==> config.mk <==
export PLATFORM = sky130hd
export DESIGN_NAME = fetch_stage_flat
export DESIGN_NICKNAME = d
export VERILOG_FILES = /design/src/rtl/pipe_pkg.sv /design/src/rtl/fetch_stage_if.sv /design/src/rtl/fetch_stage.sv /design/src/flat_wrapper.sv
export SDC_FILE = /design/constraint.sdc
export NUM_CORES = 1
export LEC_CHECK = 0
export CORE_UTILIZATION = 50
export DETAILED_ROUTE_END_ITERATION = 8
export GPL_TIMING_DRIVEN = 0
export PLACE_DENSITY_LB_ADDON = 0.3
export SLEW_MARGIN = 10
export SYNTH_ARGS = -nofsm -noshare
export SYNTH_HDL_FRONTEND = slang
export SYNTH_SLANG_ARGS = --single-unit
==> constraint.sdc <==
create_clock -name clk -period 6.16 [get_ports clk]
set_clock_uncertainty 0.15 [all_clocks]
set_input_delay 0.924 -clock clk [delete_from_list [all_inputs] [get_ports clk]]
set_output_delay 0.924 -clock clk [all_outputs]
set_load 0.02 [all_outputs]
==> src/rtl/pipe_pkg.sv <==
// Shared pipeline types and defaults.
// Used by the fetch stage and the ID/EX register.
package pipe_pkg;

  typedef enum logic [1:0] {
    FETCH   = 2'd0,
    HELD    = 2'd1,
    DISCARD = 2'd2
  } fetch_state_t;

  localparam logic [31:0] PIPE_RESET_PC  = 32'h0000_0000;
  localparam logic [31:0] PIPE_NOP_INSTR = 32'h0000_0000;

endpackage

==> src/rtl/fetch_stage_if.sv <==
// Instruction-memory request/response channel.
// A request is held until a one-cycle ready pulse.
interface fetch_stage_if #(
  parameter int W = 32
) ();

  logic         req;
  logic [W-1:0] addr;
  logic         ready;
  logic [W-1:0] rdata;

  modport master (
    output req,
    output addr,
    input  ready,
    input  rdata
  );

  modport slave (
    input  req,
    input  addr,
    output ready,
    output rdata
  );

endinterface

==> src/rtl/fetch_stage.sv <==
// PC register, fetch FSM and IF/ID pipeline register.
// Handles stalls, redirects and variable-latency imem.
module fetch_stage
  import pipe_pkg::*;
#(
  parameter int ADDR_W = 32,
  parameter logic [ADDR_W-1:0] RESET_PC  =
    ADDR_W'(PIPE_RESET_PC),
  parameter logic [ADDR_W-1:0] NOP_INSTR =
    ADDR_W'(PIPE_NOP_INSTR)
) (
  input  logic              clk,
  input  logic              reset,
  input  logic              flush,
  input  logic              pc_wen,
  input  logic              delay,
  input  logic              redirect,
  input  logic [ADDR_W-1:0] redirect_pc,
  fetch_stage_if.master     imem,
  output logic [ADDR_W-1:0] ifid_instr,
  output logic [ADDR_W-1:0] ifid_pc4,
  output logic              ifid_valid,
  output logic [ADDR_W-1:0] pc_out
);

  fetch_state_t      state_q, state_d;
  logic [ADDR_W-1:0] pc_q, pc_d;
  logic [ADDR_W-1:0] instr_q, instr_d;
  logic [ADDR_W-1:0] pc4_q, pc4_d;
  logic              valid_q, valid_d;
  logic [ADDR_W-1:0] buf_q, buf_d;
  logic [ADDR_W-1:0] old_q, old_d;

  logic              stall;
  logic              kill;
  logic [ADDR_W-1:0] kill_pc;
  logic [ADDR_W-1:0] pc_inc;

  assign stall   = delay | ~pc_wen;
  assign kill    = flush | redirect;
  assign pc_inc  = pc_q + ADDR_W'(4);
  assign kill_pc = redirect
                 ? (redirect_pc & ~ADDR_W'(3))
                 : pc_q;

  always_comb begin
    state_d = state_q;
    pc_d    = pc_q;
    instr_d = instr_q;
    pc4_d   = pc4_q;
    valid_d = valid_q;
    buf_d   = buf_q;
    old_d   = old_q;
    unique case (state_q)
      FETCH: begin
        if (kill) begin
          pc_d    = kill_pc;
          instr_d = NOP_INSTR;
          valid_d = 1'b0;
          // response still owed: wait it out at the old address
          if (!imem.ready) begin
            old_d   = pc_q;
            state_d = DISCARD;
          end
        end else if (imem.ready) begin
          if (stall) begin
            buf_d   = imem.rdata;
            state_d = HELD;
          end else begin
            instr_d = imem.rdata;
            pc4_d   = pc_inc;
            valid_d = 1'b1;
            pc_d    = pc_inc;
          end
        end
      end
      HELD: begin
        if (kill) begin
          pc_d    = kill_pc;
          instr_d = NOP_INSTR;
          valid_d = 1'b0;
          buf_d   = '0;
          state_d = FETCH;
        end else if (!stall) begin
          instr_d = buf_q;
          pc4_d   = pc_inc;
          valid_d = 1'b1;
          pc_d    = pc_inc;
          state_d = FETCH;
        end
      end
      DISCARD: begin
        if (kill) begin
          pc_d    = kill_pc;
          instr_d = NOP_INSTR;
          valid_d = 1'b0;
        end
        if (imem.ready) begin
          state_d = FETCH;
        end
      end
      default: state_d = FETCH;
    endcase
  end

  always_ff @(posedge clk) begin
    if (reset) begin
      state_q <= FETCH;
      pc_q    <= RESET_PC;
      instr_q <= NOP_INSTR;
      pc4_q   <= '0;
      valid_q <= 1'b0;
      buf_q   <= '0;
      old_q   <= '0;
    end else begin
      state_q <= state_d;
      pc_q    <= pc_d;
      instr_q <= instr_d;
      pc4_q   <= pc4_d;
      valid_q <= valid_d;
      buf_q   <= buf_d;
      old_q   <= old_d;
    end
  end

  assign imem.req  = ~reset & (state_q != HELD);
  assign imem.addr = (state_q == DISCARD) ? old_q : pc_q;

  assign ifid_instr = instr_q;
  assign ifid_pc4   = pc4_q;
  assign ifid_valid = valid_q;
  assign pc_out     = pc_q;

endmodule

==> src/flat_wrapper.sv <==
// flat-port wrapper written by rule: the top's interface ports become plain ports
module fetch_stage_flat import pipe_pkg::*;
#(
  parameter int ADDR_W = 32,
  parameter logic [ADDR_W-1:0] RESET_PC  =
    ADDR_W'(PIPE_RESET_PC),
  parameter logic [ADDR_W-1:0] NOP_INSTR =
    ADDR_W'(PIPE_NOP_INSTR)
)
  (clk, reset, flush, pc_wen, delay, redirect, redirect_pc, ifid_instr, ifid_pc4, ifid_valid, pc_out, imem_req, imem_addr, imem_ready, imem_rdata);
  fetch_stage_if #(.W(32)) imem_i ();
  input  logic clk;
  input  logic reset;
  input  logic flush;
  input  logic pc_wen;
  input  logic delay;
  input  logic redirect;
  input  logic [ADDR_W-1:0] redirect_pc;
  output logic [ADDR_W-1:0] ifid_instr;
  output logic [ADDR_W-1:0] ifid_pc4;
  output logic ifid_valid;
  output logic [ADDR_W-1:0] pc_out;
  output wire logic [$bits(imem_i.req)-1:0] imem_req;
  output wire logic [$bits(imem_i.addr)-1:0] imem_addr;
  input wire logic [$bits(imem_i.ready)-1:0] imem_ready;
  input wire logic [$bits(imem_i.rdata)-1:0] imem_rdata;
  assign imem_req = imem_i.req;
  assign imem_addr = imem_i.addr;
  assign imem_i.ready = imem_ready;
  assign imem_i.rdata = imem_rdata;
  fetch_stage #(.ADDR_W(ADDR_W), .RESET_PC(RESET_PC), .NOP_INSTR(NOP_INSTR)) u_core (.clk(clk), .reset(reset), .flush(flush), .pc_wen(pc_wen), .delay(delay), .redirect(redirect), .redirect_pc(redirect_pc), .imem(imem_i), .ifid_instr(ifid_instr), .ifid_pc4(ifid_pc4), .ifid_valid(ifid_valid), .pc_out(pc_out));
endmodule
==> run_results.csv <==
group,metric,value,unit
hold_path,min_from,"u_core.old_q[27]",
synth,syn_inst,921,
power_and_ir_drop,p_leak,0.00366,µW
sta,rsz0062_at_grt,"false",
synth,yosys.area_share.xor_xnor,3.19,%
routing,routed_wl,24000,µm
global_route,grtUsageTotal,31.4,%
synth,synth_nets,997,
worst_setup_path,reg2reg_from,"u_core.pc_out[2]",
worst_setup_path,start_kind,"flop",
synth,synthTopCellsByCount,"163 x dfxtp_1, 140 x nand2_1, 102 x a21oi_1",
power_and_ir_drop,peakVddDrop,0.188,mV
synth,synth.distinct_cells,47,
synth,ys_ff_latch,163,
floorplanning,core,0.0145,mm²
power_and_ir_drop,powerDensity,268,mW/mm²
worst_setup_path,path_cells,"inv_1 > ha_1 > buf_1 > clkbuf_1 > mux2_2 > clkdlybuf4s50_1",
synth,synthesis.area,0.00742,mm²
synth,muxShareOfSynthArea,4.69,%
routing,wl_per_cell,18.0,µm
routing,drt-initial-drc-count,831,
clock_tree,postCtsSetupRepairBufs,0,
worst_setup_path,endpoint_kind,"output pin",
clock_tree,ctsLongestPathBuffers,2,
routing,ant_nets,0,
status,outcome,"finished clean",
synth,syn_avg_cell_area,8.05,µm²
routing,route.detailed.drc,0,
flow_run,max_cap_violations,0,
synth,yosys.area_share.simple,20.0,%
clock_tree,cts_hold_buf,0,
worst_setup_path,worstSetupPathType,"flop to output pin",
cells_and_area,num_antenna_cells,0,
synth,synthAdderAreaFrac,0.843,%
placed_design,hpwl,16900,µm
sta,relSlewSlack,38.0,%
floorplanning,top_level_ports,201,
clock_tree,cts_resized,0,
worst_setup_path,slowest_stage,"clkbuf_1",
worst_setup_path,cp_max_fo,10,
synth,synth_edf_count,0,
clock_tree,cts.sinks,163,
synth,async_reset_ff_share,0,%
synth,synth-seq-area-share,44.0,%
placed_design,numPlacedInstances,1303,
worst_setup_path,cp.required,5.09,ns
synth,synth.most_common_cell,"dfxtp_1",
global_route,antenna_found_initial,0,
clock_tree,clock-root-buffer,"clkbuf_16",
synth,synth_top_family_by_area,"compound AO/OA/AOI/OAI gates",
floorplanning,fp.dieW,124,µm
floorplanning,start_util,51.2,%
sta,tns,0,ns
floorplanning,rows,44,
sta,tightest_slew,0.923,ns
global_route,grt_first_pass_wirelength,36600,µm
cells_and_area,syn_to_final_growth,38.2,%
clock_tree,cts_made_buffers,17,
synth,synth_compound_area_share,22.0,%
synth,ys_warn_count,0,
worst_setup_path,arrival,3.28,ns
synth,synthTopCellsByArea,"dfxtp_1 44%, nand2_1 7.1%, a21oi_1 6.9%, nor2_1 5.1%, a211oi_1 4.8%",
sta,post-route-period-util,70.8,%
global_route,gr-total-overflow,0,
sta,fmax,229,MHz
worst_setup_path,crit_start,"u_core.state_q[0]",
placed_design,port_buffers,198,
clock_tree,worstSkewPairLatency,0.44,ns
clock_tree,cts_htree_levels,4,
routing,dr.pass1.iters,6,
cells_and_area,final_cells,1335,
sta,drv_slew,0,
cells_and_area,nets,1214,
sta,fin_crit,4.36,ns
global_route,grt_pass1_vias,7074,
routing,vias_per_cell,5.88,
sta,final-setup-viol-count,0,
worst_setup_path,slowest_delay,0.61,ns
synth,synth_top_area_cell,"dfxtp_1",
clock_tree,clkTransAtPathRegs,0.06,ns
floorplanning,die_h,124,µm
synth,ys.flop_type,"dfxtp_1",
sta,hold_violations,0,
global_route,grt_max_degree,17,
placed_design,globalplace.congestion,0.939,
cells_and_area,drive_above_1_share,7.91,%
clock_tree,cts_tree,"done",
floorplanning,dieArea,0.0153,mm²
hold_path,hp-class,"flop to flop",
synth,synth.top_cell.area_share,44.0,%
routing,vias,7853,
## area by class of cell
| type | count | area (µm²) |
|---|---|---|
| plain buffers | 88 | 368 |
| inverters | 7 | 26.3 |
| flip-flops and latches | 163 | 3260 |
| well taps | 184 | 230 |
| fillers | 1152 | 4230 |
| clock buffers | 21 | 470 |
| multi-input cells | 663 | 3760 |
| repair buffers | 198 | 1980 |
| clock inverters | 11 | 151 |
## per-layer routing
layer / up-vias / global-route usage, % / share of wire [%]
li1: 3677 / - / -
met1: 3684 / 40.1 / 41
met2: 428 / 49.6 / 46
met3: 64 / 8.42 / 10
met4: 0 / 13.8 / 3.2
met5: - / 0 / 0
## registers in the layout (all words and copies together) (netlist names)
signal and flops:
u_core.buf_q 32, u_core.ifid_instr 32, u_core.ifid_pc4 32, u_core.old_q 32, u_core.pc_out 32, u_core.state_q 2, u_core.ifid_valid 1
## critical path: cells and delay by family (launching register included)
family                   cells  cell delay [ns]
multiplexers                 1             0.43
flip-flops                   1             0.33
buffers and inverters        4             1.83
adder cells (fa/ha/maj)      1             0.26
## where the power goes
group	total, µW	internal (µW)	switching [µW]
clock network	1120	671	446
logic	473	208	265
registers	1160	1110	42.5
total	2750	1990	754
## through the flow
stage / worst slack, ns / utilization (%) / power [µW] / hold slack, ns / instance area, µm²
floorplan: 3.38 / - / 1430 / 0.283 / 7420
global placement: 2.27 / 66.5 / 1630 / 0.288 / 9630
detailed placement: 2.27 / 66.5 / 1640 / 0.293 / 9630
CTS: 1.86 / 70.8 / 2730 / 0.302 / 10300
global route: 1.75 / 70.8 / 2820 / 0.318 / 10300
finish: 1.80 / 70.8 / 2750 / 0.302 / 10300
## cells in the final DEF, fill, tap and decap left out, types with 7 or more instances in the layout
cell               n
a22oi_1           37
nor3_1            13
a211oi_1          47
nor2_1           101
buf_1             10
or3_1             11
clkbuf_1          58
nand3_1           15
clkbuf_16         17
xnor2_1           13
clkdlybuf4s50_1  198
a21oi_1          102
dfxtp_1          163
buf_2             16
a31oi_1           19
o21ai_0           41
mux2_2            30
nand2_1          140
nand4_1           14
and3_1            13
xor2_1            14
inv_1              7
## path summary, 6_finish.rpt
kind / end / slack (ns) / cells after the start
max: imem_addr[22] / 1.80 / 6
min: u_core.old_q[27] / 0.30 / 2
max reg2reg: u_core.pc_out[24] / 3.21 / 6
min reg2reg: u_core.old_q[27] / 0.30 / 2
## cell families (layout without fill, tap and decap cells)
group / Yosys count / after routing
multiplexers: 31 / 31
buffers and inverters: 95 / 325
adder cells (fa/ha/maj): 5 / 5
flip-flops: 163 / 163
AO/OA/AOI/OAI: 265 / 265
AND/OR/NAND/NOR: 335 / 335
XOR/XNOR: 27 / 27
No activity file was read; power rests on OpenSTA's default activity.
